**config.mk**
```make
export PLATFORM = sky130hd
export DESIGN_NAME = dcache_assoc
export DESIGN_NICKNAME = d
export VERILOG_FILES = /design/src/rtl/dcache_pkg.sv /design/src/rtl/dcache_tag_array.sv /design/src/rtl/dcache_assoc.sv
export SDC_FILE = /design/constraint.sdc
export NUM_CORES = 1
export LEC_CHECK = 0
export ABC_AREA = 1
export CORE_MARGIN = 2
export CORE_UTILIZATION = 55
export CTS_BUF_LIST = sky130_fd_sc_hd__clkbuf_8
export DETAILED_ROUTE_END_ITERATION = 16
export MAX_ROUTING_LAYER = met4
export PLACE_DENSITY_LB_ADDON = 0.08
export SYNTH_ARGS = -nofsm -noshare
export SYNTH_HDL_FRONTEND = slang
export SYNTH_SLANG_ARGS = --single-unit
```
**constraint.sdc**
```tcl
create_clock -name clock -period 5.2 [get_ports clock]
set_input_delay 0.52 -clock clock [delete_from_list [all_inputs] [get_ports clock]]
set_output_delay 0.52 -clock clock [all_outputs]
set_load 0.1 [all_outputs]
```
**src/rtl/dcache_pkg.sv**
```systemverilog
// Shared types and default geometry for the set-associative write-back data cache.
package dcache_pkg;

  localparam int unsigned DEF_ADDR_W      = 8;
  localparam int unsigned DEF_SETS        = 4;
  localparam int unsigned DEF_WAYS        = 2;
  localparam int unsigned DEF_BLOCK_BYTES = 4;

  typedef enum logic [1:0] {
    StIdle,
    StWriteback,
    StAllocate,
    StFlush
  } state_e;

endpackage

```
**src/rtl/dcache_tag_array.sv**
```systemverilog
// Per-set tag, valid, dirty and lru storage with hit detection for one indexed set.
module dcache_tag_array
  import dcache_pkg::*;
#(
  parameter int unsigned SETS  = DEF_SETS,
  parameter int unsigned WAYS  = DEF_WAYS,
  parameter int unsigned TAG_W = 4,
  parameter int unsigned IDX_W = $clog2(SETS)
) (
  input  logic                        clock,
  input  logic                        reset_n,
  input  logic [IDX_W-1:0]            index,
  input  logic [TAG_W-1:0]            tag,
  input  logic                        op_way,
  input  logic                        touch,
  input  logic                        set_dirty,
  input  logic                        clr_dirty,
  input  logic                        fill,
  output logic [WAYS-1:0]             hit,
  output logic [WAYS-1:0][TAG_W-1:0]  way_tag,
  output logic [WAYS-1:0]             way_valid,
  output logic [WAYS-1:0]             way_dirty,
  output logic                        lru
);

  logic [SETS-1:0][WAYS-1:0] valid_q;
  logic [SETS-1:0][WAYS-1:0] dirty_q;
  logic [SETS-1:0]           lru_q;
  logic [WAYS-1:0][TAG_W-1:0] tag_q [SETS];

  always_ff @(posedge clock or negedge reset_n) begin
    if (!reset_n) begin
      valid_q <= '0;
      dirty_q <= '0;
      lru_q   <= '0;
    end else begin
      if (fill) begin
        valid_q[index][op_way] <= 1'b1;
        dirty_q[index][op_way] <= 1'b0;
      end
      if (set_dirty) dirty_q[index][op_way] <= 1'b1;
      if (clr_dirty) dirty_q[index][op_way] <= 1'b0;
      // lru names the way to evict next: the one not just used
      if (touch && WAYS == 2) lru_q[index] <= ~op_way;
    end
  end

  always_ff @(posedge clock) begin
    if (fill) tag_q[index][op_way] <= tag;
  end

  always_comb begin
    for (int w = 0; w < WAYS; w++) begin
      way_tag[w] = tag_q[index][w];
      hit[w]     = valid_q[index][w] && (tag_q[index][w] == tag);
    end
  end

  assign way_valid = valid_q[index];
  assign way_dirty = dirty_q[index];
  assign lru       = lru_q[index];

endmodule

```
**src/rtl/dcache_assoc.sv**
```systemverilog
// Set-associative write-back, write-allocate byte data cache with line flush scanner.
module dcache_assoc
  import dcache_pkg::*;
#(
  parameter int unsigned ADDR_W      = DEF_ADDR_W,
  parameter int unsigned SETS        = DEF_SETS,
  parameter int unsigned WAYS        = DEF_WAYS,
  parameter int unsigned BLOCK_BYTES = DEF_BLOCK_BYTES
) (
  input  logic                                     clock,
  input  logic                                     reset_n,
  input  logic                                     read,
  input  logic                                     write,
  input  logic                                     flush,
  input  logic [ADDR_W-1:0]                        address,
  input  logic [7:0]                               writedata,
  output logic [7:0]                               readdata,
  output logic                                     busywait,
  output logic                                     mem_read,
  output logic                                     mem_write,
  output logic [ADDR_W-$clog2(BLOCK_BYTES)-1:0]    mem_address,
  output logic [8*BLOCK_BYTES-1:0]                 mem_writedata,
  input  logic [8*BLOCK_BYTES-1:0]                 mem_readdata,
  input  logic                                     mem_busywait
);

  localparam int unsigned OFF_W  = $clog2(BLOCK_BYTES);
  localparam int unsigned IDX_W  = $clog2(SETS);
  localparam int unsigned TAG_W  = ADDR_W - IDX_W - OFF_W;
  localparam int unsigned LINE_W = 8 * BLOCK_BYTES;

  logic [TAG_W-1:0] req_tag;
  logic [IDX_W-1:0] req_idx;
  logic [OFF_W-1:0] req_off;
  logic             access;

  assign req_tag = address[ADDR_W-1 -: TAG_W];
  assign req_idx = address[OFF_W +: IDX_W];
  assign req_off = address[OFF_W-1:0];
  assign access  = read | write;

  state_e           state_q, state_d;
  logic             victim_q, victim_d;
  logic [IDX_W-1:0] flush_set_q, flush_set_d;
  logic             flush_way_q, flush_way_d;

  logic [IDX_W-1:0]            idx;
  logic                        op_way, touch, set_dirty, clr_dirty, fill;
  logic [WAYS-1:0]             hit;
  logic [WAYS-1:0][TAG_W-1:0]  way_tag;
  logic [WAYS-1:0]             way_valid, way_dirty;
  logic                        lru;
  logic                        hit_any, hit_way, victim_sel, advance;

  logic [WAYS-1:0][LINE_W-1:0] data_q [SETS];
  logic [LINE_W-1:0]           hit_line;

  // The flush scanner borrows the single tag-array read port
  assign idx = (state_q == StFlush) ? flush_set_q : req_idx;

  dcache_tag_array #(
    .SETS  (SETS),
    .WAYS  (WAYS),
    .TAG_W (TAG_W),
    .IDX_W (IDX_W)
  ) u_tags (
    .clock     (clock),
    .reset_n   (reset_n),
    .index     (idx),
    .tag       (req_tag),
    .op_way    (op_way),
    .touch     (touch),
    .set_dirty (set_dirty),
    .clr_dirty (clr_dirty),
    .fill      (fill),
    .hit       (hit),
    .way_tag   (way_tag),
    .way_valid (way_valid),
    .way_dirty (way_dirty),
    .lru       (lru)
  );

  assign hit_any  = |hit;
  assign hit_way  = (WAYS == 2) ? hit[WAYS-1] : 1'b0;
  assign hit_line = data_q[req_idx][hit_way];
  assign readdata = hit_line[{req_off, 3'b000} +: 8];

  always_comb begin
    if (!way_valid[0])                         victim_sel = 1'b0;
    else if (WAYS == 2 && !way_valid[WAYS-1])  victim_sel = 1'b1;
    else if (WAYS == 2)                        victim_sel = lru;
    else                                       victim_sel = 1'b0;
  end

  // Gated by reset_n so the stall drops the instant reset is applied
  assign busywait = reset_n &&
                    ((access && !(state_q == StIdle && hit_any)) || state_q == StFlush);

  always_comb begin
    state_d       = state_q;
    victim_d      = victim_q;
    flush_set_d   = flush_set_q;
    flush_way_d   = flush_way_q;
    mem_read      = 1'b0;
    mem_write     = 1'b0;
    mem_address   = {req_tag, req_idx};
    mem_writedata = data_q[req_idx][victim_q];
    op_way        = hit_way;
    touch         = 1'b0;
    set_dirty     = 1'b0;
    clr_dirty     = 1'b0;
    fill          = 1'b0;
    advance       = 1'b0;
    unique case (state_q)
      StIdle: begin
        if (access) begin
          if (hit_any) begin
            touch     = 1'b1;
            set_dirty = write;
          end else begin
            victim_d = victim_sel;
            state_d  = (way_valid[victim_sel] && way_dirty[victim_sel]) ? StWriteback
                                                                        : StAllocate;
          end
        end else if (flush) begin
          state_d     = StFlush;
          flush_set_d = '0;
          flush_way_d = 1'b0;
        end
      end
      StWriteback: begin
        mem_write   = 1'b1;
        mem_address = {way_tag[victim_q], req_idx};
        op_way      = victim_q;
        if (!mem_busywait) begin
          clr_dirty = 1'b1;
          state_d   = StAllocate;
        end
      end
      StAllocate: begin
        mem_read = 1'b1;
        op_way   = victim_q;
        if (!mem_busywait) begin
          fill    = 1'b1;
          state_d = StIdle;
        end
      end
      StFlush: begin
        op_way        = flush_way_q;
        mem_address   = {way_tag[flush_way_q], flush_set_q};
        mem_writedata = data_q[flush_set_q][flush_way_q];
        if (way_valid[flush_way_q] && way_dirty[flush_way_q]) begin
          mem_write = 1'b1;
          if (!mem_busywait) begin
            clr_dirty = 1'b1;
            advance   = 1'b1;
          end
        end else begin
          advance = 1'b1;
        end
        if (advance) begin
          if (WAYS == 2 && !flush_way_q) begin
            flush_way_d = 1'b1;
          end else begin
            flush_way_d = 1'b0;
            if (flush_set_q == IDX_W'(SETS - 1)) state_d = StIdle;
            else                                  flush_set_d = flush_set_q + IDX_W'(1);
          end
        end
      end
      default: state_d = StIdle;
    endcase
  end

  always_ff @(posedge clock or negedge reset_n) begin
    if (!reset_n) begin
      state_q     <= StIdle;
      victim_q    <= 1'b0;
      flush_set_q <= '0;
      flush_way_q <= 1'b0;
    end else begin
      state_q     <= state_d;
      victim_q    <= victim_d;
      flush_set_q <= flush_set_d;
      flush_way_q <= flush_way_d;
    end
  end

  always_ff @(posedge clock) begin
    if (fill) begin
      data_q[req_idx][victim_q] <= mem_readdata;
    end else if (set_dirty) begin
      data_q[req_idx][hit_way][{req_off, 3'b000} +: 8] <= writedata;
    end
  end

endmodule

```
# --- Yosys cells after proc, flatten, opt, wreduce, memory -nomap -nowiden ---
# Memories as Yosys holds them, arrays and structs flattened.
# Cells that the tools add are included.
# Widths: inputs -> output; s select.
classes:
  n_eq_ne: 16
  mux: 152
  magnitude_cmp: 10
  n_reduce_logical: 21
  n_bitwise: 72
  add_sub_neg: 2
  shift: 3
ops:
  columns: ["op", "n"]
  rows:
  - ["$mux 32", 9]
  - ["$mux 64", 2]
  - ["$mux 1", 97]
  - ["$or 1x1->1", 65]
  - ["$demux 32 s1", 2]
  - ["$mux 2", 18]
  - ["$mux 8", 4]
  - ["$shift 8x7->32 const A", 1]
  - ["$shiftx 32x6->8", 1]
  - ["$shiftx 8x7->32", 1]
  - ["$mux 4", 5]
  - ["$and 8x8->8", 2]
  - ["$or 8x8->8", 2]
  - ["$ne 2x2->1 const B", 6]
  - ["$pmux 6 s2", 1]
  - ["$logic_and 1x1->1", 11]
  - ["$lt 1x2->1 const B", 5]
  - ["$bmux 2 s2", 2]
  - ["$eq 4x4->1", 2]
  - ["$not 8->8", 1]
  - ["$pmux 1 s2", 4]
  - ["$pmux 2 s4", 1]
  - ["$neg 5->7", 1]
  - ["$reduce_and 7->1", 1]
  - ["other kinds (24)", 32]
word_totals:
  out_inout_bits: 49
  ramBits: 288
  register_bits: 26
  mem_count: 2
  inputBits: 54
  word_cells: 291
memory_table:
  columns: ["name", "words", "width", "read_ports", "rd_clocked_by_memory_dff", "wr", "line", "text"]
  rows:
  - ["data_q", 4, 64, 2, 0, 1, "dcache_assoc.sv:55", "logic [WAYS-1:0][LINE_W-1:0] data_q [SETS];"]
  - ["u_tags.tag_q", 4, 8, 1, 0, 1, "dcache_tag_array.sv:29", "logic [WAYS-1:0][TAG_W-1:0] tag_q [SETS];"]

# --- Depth between registers and ports, before layout ---
logic_depth:
  depth_word: 19
  depth_mapped: 20
  depth_no_buf: 18

# --- Modules after synthesis ---
# Synthesis repeated with hierarchy kept, for this count alone.
unflattened:
  hier_cells: 2211
  area_unflattened_um2: 17794.6
modules_own_cells:
  columns: ["module", "area_per_inst_um2", "n_inst", "cells_each", "seq_area_each_um2"]
  rows:
  - ["dcache_assoc", 15342.2, 1, 1946, 7837.5]
  - ["dcache_tag_array", 2452.4, 1, 265, 1461.4]

# --- Least setup slack after synthesis ---
# OpenSTA, ideal clock, no wires.
synth_timing:
  kind: "register -> output"
  from: "register state_q[0]"
  to: "output port busywait"
  t_arrival_ns: 3.991
  slack_ns: 0.689
  required_ns: 4.680
  stages_incl_launch_ff: 14
  n_path_buf: 1
  cell_sequence: "dfrtp_1 ha_1 o21ai_2 buf_4 nand2_2 o21ai_0 nor2_2 nand2_1 nor2_2 nand2_2 nand2_4 nand2_1 nand2_1 a21boi_0"
synth_between:
  elab_chain_len: 11
  word_cells_on_any_way: 16
  classes_between: "eq/ne: 3; mux: 3; reduce/logical: 9; memory: 1"
synth_lines:
  columns: ["item", "line", "text"]
  rows:
  - ["from (decl)", "dcache_assoc.sv:42", "state_e state_q, state_d;"]
  - ["from (signal assigned)", "dcache_assoc.sv:177", "state_q <= StIdle;"]
  - ["from (signal assigned)", "dcache_assoc.sv:182", "state_q <= state_d;"]
  - ["$eq 2x2->1", "dcache_assoc.sv:59, dcache_assoc.sv:97", null]
  - ["$mux 2", "dcache_assoc.sv:59", "assign idx = (state_q == StFlush) ? flush_set_q : req_idx;"]
  - ["$mem_v2 4x8 / $bmux 2 s2 (equally long branches)", null, null]
  - ["$eq 4x4->1 / $mux 2 (equally long branches)", "dcache_tag_array.sv:55", "hit[w] = valid_q[index][w] && (tag_q[index][w] == tag);"]
  - ["$logic_and 1x1->1", "dcache_tag_array.sv:55", null]
  - ["$reduce_or 2->1", "dcache_assoc.sv:83", "assign hit_any = |hit;"]
  - ["$logic_and 1x1->1", "dcache_assoc.sv:97", "((access && !(state_q == StIdle && hit_any)) || state_q == StFlush);"]
  - ["$logic_not 1->1", "dcache_assoc.sv:97", null]
  - ["$logic_and 1x1->1", "dcache_assoc.sv:97", null]
  - ["$logic_or 1x1->1 (*)", "dcache_assoc.sv:97", null]
  - ["$logic_and 1x1->1 (*)", "dcache_assoc.sv:96", "assign busywait = reset_n &&"]
  - ["to (decl)", "dcache_assoc.sv:18", "output logic busywait,"]
# Mark *: on every way between the ends. The rest lies on a longest branch, timed or not. The select of a mux whose other input is x is not followed.

# --- Final worst setup path ---
layout_timing:
  from: "register state_q[0]"
  to: "output port readdata[2]"
layout_between:
  elab_chain_len: 8
  word_cells_on_any_way: 10
  classes_between: "eq/ne: 2; shift: 1; mux: 5; reduce/logical: 1; memory: 1"
layout_lines:
  columns: ["item", "line", "text"]
  rows:
  - ["$eq 2x2->1 (*)", "dcache_assoc.sv:59", null]
  - ["$mux 2 (*)", "dcache_assoc.sv:59", null]
  - ["$mem_v2 4x8 / $bmux 2 s2 (equally long branches)", null, null]
  - ["$eq 4x4->1 / $mux 2 (equally long branches)", null, null]
  - ["$logic_and 1x1->1 (*)", "dcache_tag_array.sv:55", null]
  - ["$mux 32 (implied by the code) (*) (2 in series)", "dcache_assoc.sv:85", "assign hit_line = data_q[req_idx][hit_way];"]
  - ["$shiftx 32x6->8 (*)", "dcache_assoc.sv:86", "assign readdata = hit_line[{req_off, 3'b000} +: 8];"]
  - ["to (decl)", "dcache_assoc.sv:17", "output logic [7:0] readdata,"]
# Marks and branches as above.

==> flow_metrics.tcl <==
set metrics [dict create \
    core_area_um2 30750 \
    leakage_nw 8.140 \
    detail_route.first_pass.iterations 6 \
    adder_cell_share_of_the_synthesized_area_pct 0.7974 \
    layout.cells.most_common "sky130_fd_sc_hd__nand2_1" \
    dp.final_hpwl_um 36990 \
    critical_path_required_ps 4680 \
    wire_length_of_the_first_global_routing_pass_um 85330 \
    critPathLaunchType "flop" \
    postCtsSetupRepairBufs 0 \
    initial_core_util_pct 56.13 \
    timing.critical_path.max_delay_family "simple AND/OR/NAND/NOR gates" \
    vias_per_cell 6.209 \
    synthCells 1985 \
    diodes 0 \
    yosys-top-cells-area "sky130_fd_sc_hd__edfxtp_1, sky130_fd_sc_hd__nand2_1, sky130_fd_sc_hd__o21ai_0" \
    max_slew.worst_pin.slew_ps 1126 \
    routed_wire_length_per_instance_um 22.45 \
    final_routed_drc_violation_total 0 \
    worstSetupPathType "flop to output port" \
    vias_in_the_first_global_route 15280 \
    final_hold_viol_count 0 \
    die_area_um2 32820 \
    yosys.area_share.simple_pct 22.42 \
    vdd.ir_drop.worst_v 0.0005895 \
    htree_levels 2 \
    maxCapViolations 0 \
    power.density_nw_per_um2 496.5 \
    hold_class "input port to async pin" \
    finalWorstPathRequiredPeriod_ps 4607 \
    initialDrtViolationCount 1872 \
    seq_area_frac_synth_pct 53.87 \
    cp_common_cell "sky130_fd_sc_hd__nand2_1" \
    netlist.top_cell.by_area "sky130_fd_sc_hd__edfxtp_1" \
    post_synthesis_compound_gate_area_fraction_pct 16.39 \
    max_stage_delay_ps 420 \
    m1WireLength_um 21110 \
    ant_nets 0 \
    synth.avg_cell_area_um2 8.695 \
    post_cts_hold_buffer_count 0 \
    clk_root_buffer_cell "sky130_fd_sc_hd__clkbuf_8" \
    cts-buffers-inserted 51 \
    stdcell_count 2523 \
    postSynthNetCount 2050 \
    dpl.cell_count 2428 \
    clock_skew_ps 33.90 \
    ctsResizeCount 0 \
    number_of_register_bits_inferred_by_synthesis 314 \
    slew_headroom_pct 24.96 \
    largest_net_degree_at_the_start_of_global_routing 209 \
    hold-worst-slack_ps 337.6 \
    dr_wl_met3_um 6222 \
    rows 64 \
    sum_of_buffers_and_inverters_on_the_critical_path 5 \
    crit_path_max_fanout 29 \
    tritoncts_num_sinks 314 \
    grtUsageTotal_pct 35.18 \
    yosysWarnings 0 \
    fmaxAchievable_mhz 217.1 \
    post_synth_instance_area_um2 17260 \
    synthArstFlopShare_pct 8.280 \
    worst_setup_hold_path_clk_slew_ps 70 \
    setup-violations-final 0 \
    placement.io_buffers 102 \
    cts.path.max_buffers 3 \
    setup_tns_ps 0 \
    final_max_slew_viol_count 0 \
    run_status "complete, no violations" \
    num_io_pins 103 \
    gp_congestion 0.9708 \
    grt_antenna_before_repair 0 \
    globalRouteOverflowTotal 0 \
    final_layout_size_suffix_gt1_share_pct 10.67 \
    synth-xor-area-share_pct 0 \
    die_height_um 181.2 \
    synth_mux_area_share_pct 0 \
    worstSkewPairLatency_ps 590 \
    filler_cell_count 2520 \
    postSynth.topFlopCell "sky130_fd_sc_hd__edfxtp_1" \
    arrival_time_at_the_worst_endpoint_ps 4090 \
    largest_family_of_logic_cells_by_synthesized_area "simple AND/OR/NAND/NOR gates" \
    finish.net_count 2150 \
    path_cells "ha_1 > inv_2 > nand2_4 > nand2_4 > nand2_4 > inv_2 > nand2_1 > nand2_1 > nor2_2 > nand2_1 > nor2_2 > nand2_2 > inv_2 > buf_4 > nand2_1 > nand3_1 > nand3_1 > and2_1 > buf_12" \
    rsz0062_at_grt "no" \
    synth_top_cell_area_share_pct 50.11 \
    cts_tree "built" \
    wirelength_um 56650 \
    worst_path_max_delay_cell "sky130_fd_sc_hd__dfrtp_1" \
    die-width_um 181.2 \
    critPathCaptureType "output port" \
    met2_wirelength_um 26680 \
    routed-via-count 15670 \
    finalCritPeriodShare_pct 88.60 \
    synth_enable_flop_cells 288 \
    most-common-layout-cells "sky130_fd_sc_hd__nand2_1, sky130_fd_sc_hd__edfxtp_1, sky130_fd_sc_hd__o21ai_0" \
    topRoutingLayerUsed "met4" \
    synth_cell_types 41 \
    area_delta_synth_final_pct 16.30 \
]
## synth_stat cells, types with 5 or more instances
cell / number
sky130_fd_sc_hd__edfxtp_1: 288
sky130_fd_sc_hd__a221oi_1: 63
sky130_fd_sc_hd__nand2_1: 540
sky130_fd_sc_hd__and2_1: 7
sky130_fd_sc_hd__nor2_2: 11
sky130_fd_sc_hd__nand3_1: 151
sky130_fd_sc_hd__o21ai_0: 234
sky130_fd_sc_hd__inv_2: 7
sky130_fd_sc_hd__nor3_1: 14
sky130_fd_sc_hd__nand4_1: 7
sky130_fd_sc_hd__dfrtp_1: 26
sky130_fd_sc_hd__buf_2: 9
sky130_fd_sc_hd__clkbuf_1: 83
sky130_fd_sc_hd__a21oi_1: 82
sky130_fd_sc_hd__nor2_8: 8
sky130_fd_sc_hd__nand2_2: 5
sky130_fd_sc_hd__ha_1: 11
sky130_fd_sc_hd__o211ai_1: 65
sky130_fd_sc_hd__nor2_1: 140
sky130_fd_sc_hd__nand2_4: 5
sky130_fd_sc_hd__buf_1: 18
sky130_fd_sc_hd__inv_1: 160
sky130_fd_sc_hd__o22ai_1: 16
## sequential cells by signal, indices dropped and copies added, names as in the netlist
signal          cells
victim_q            1
state_q             2
flush_way_q         1
data_q            256
u_tags.valid_q      8
u_tags.dirty_q      8
u_tags.lru_q        4
u_tags.tag_q       32
flush_set_q         2
## final timing paths
kind / startpoint / end / slack [ps] / cells past startpoint
worst max-delay path: state_q[0] / readdata[2] / 590 / 19
worst min-delay path: reset_n / u_tags.dirty_q[7] / 340 / 2
worst max register to register: state_q[0] / data_q[0][3] / 1240 / 17
worst min register to register: u_tags.valid_q[7] / u_tags.valid_q[7] / 470 / 2
max in group asynchronous: reset_n / flush_set_q[1] / 4530 / 2
min in group clock: u_tags.valid_q[7] / u_tags.valid_q[7] / 470 / 2
## worst reg2reg max path, cell delays in order (launching register included)
cell and delay, ps:
sky130_fd_sc_hd__dfrtp_1 420, sky130_fd_sc_hd__ha_1 330, sky130_fd_sc_hd__inv_2 150, sky130_fd_sc_hd__nand2_4 160, sky130_fd_sc_hd__nand2_4 170, sky130_fd_sc_hd__nor2_2 260
sky130_fd_sc_hd__nand2_1 70, sky130_fd_sc_hd__o21ai_0 100, sky130_fd_sc_hd__nor2_2 90, sky130_fd_sc_hd__nand2_1 80, sky130_fd_sc_hd__nor2_2 40, sky130_fd_sc_hd__nand2_2 180
sky130_fd_sc_hd__buf_4 330, sky130_fd_sc_hd__nand2_1 340, sky130_fd_sc_hd__nor2_8 260, sky130_fd_sc_hd__nor2_2 80, sky130_fd_sc_hd__nor2_1 380, sky130_fd_sc_hd__buf_4 230
## report_power, final
group	leakage (nW)	internal, mW	switching [mW]	total, mW
sequential	2.91	2.94	0.0800	3.02
clock	0.573	1.12	0.985	2.10
combinational	4.66	1.26	3.58	4.84
total	8.14	5.32	4.64	9.97
## final cells by class
cell class | count | area (um2) | area share (%)
clock buffers | 58 | 798.3 | 3.977
clock inverters | 37 | 210.2 | 1.047
inverters | 171 | 641.9 | 3.198
multi-input cells | 1384 | 6857 | 34.16
flip-flops and latches | 314 | 9306 | 46.36
well taps | 396 | 495.5 | 2.468
repair buffers | 163 | 1764 | 8.789
## per-layer routing
| metal | track usage (%) | up-vias |
|---|---|---|
| li1 | - | 7116 |
| met1 | 43.94 | 7339 |
| met2 | 56.34 | 1017 |
| met3 | 5.664 | 194 |
| met4 | 16.68 | 0 |
| met5 | - | - |
## stage by stage
step | utilization [%] | setup slack, ps | power [mW] | instance area [um2]
floorplan | - | 689.3 | 6.323 | 17260
global placement | 62.00 | 884.0 | 7.808 | 19060
detailed placement | 62.00 | 854.9 | 7.844 | 19060
CTS | 65.28 | 659.4 | 9.926 | 20070
global route | 65.28 | 374.4 | 10.34 | 20070
finish | 65.28 | 593.0 | 9.966 | 20070
## logic make-up after synthesis
group	Yosys count
and+or+nand+nor	898
buffers and inverters	287
adders and majority gates	11
AOI/OAI and AO/OA	475
DFF	314
Power figures use the tool's default switching activity.
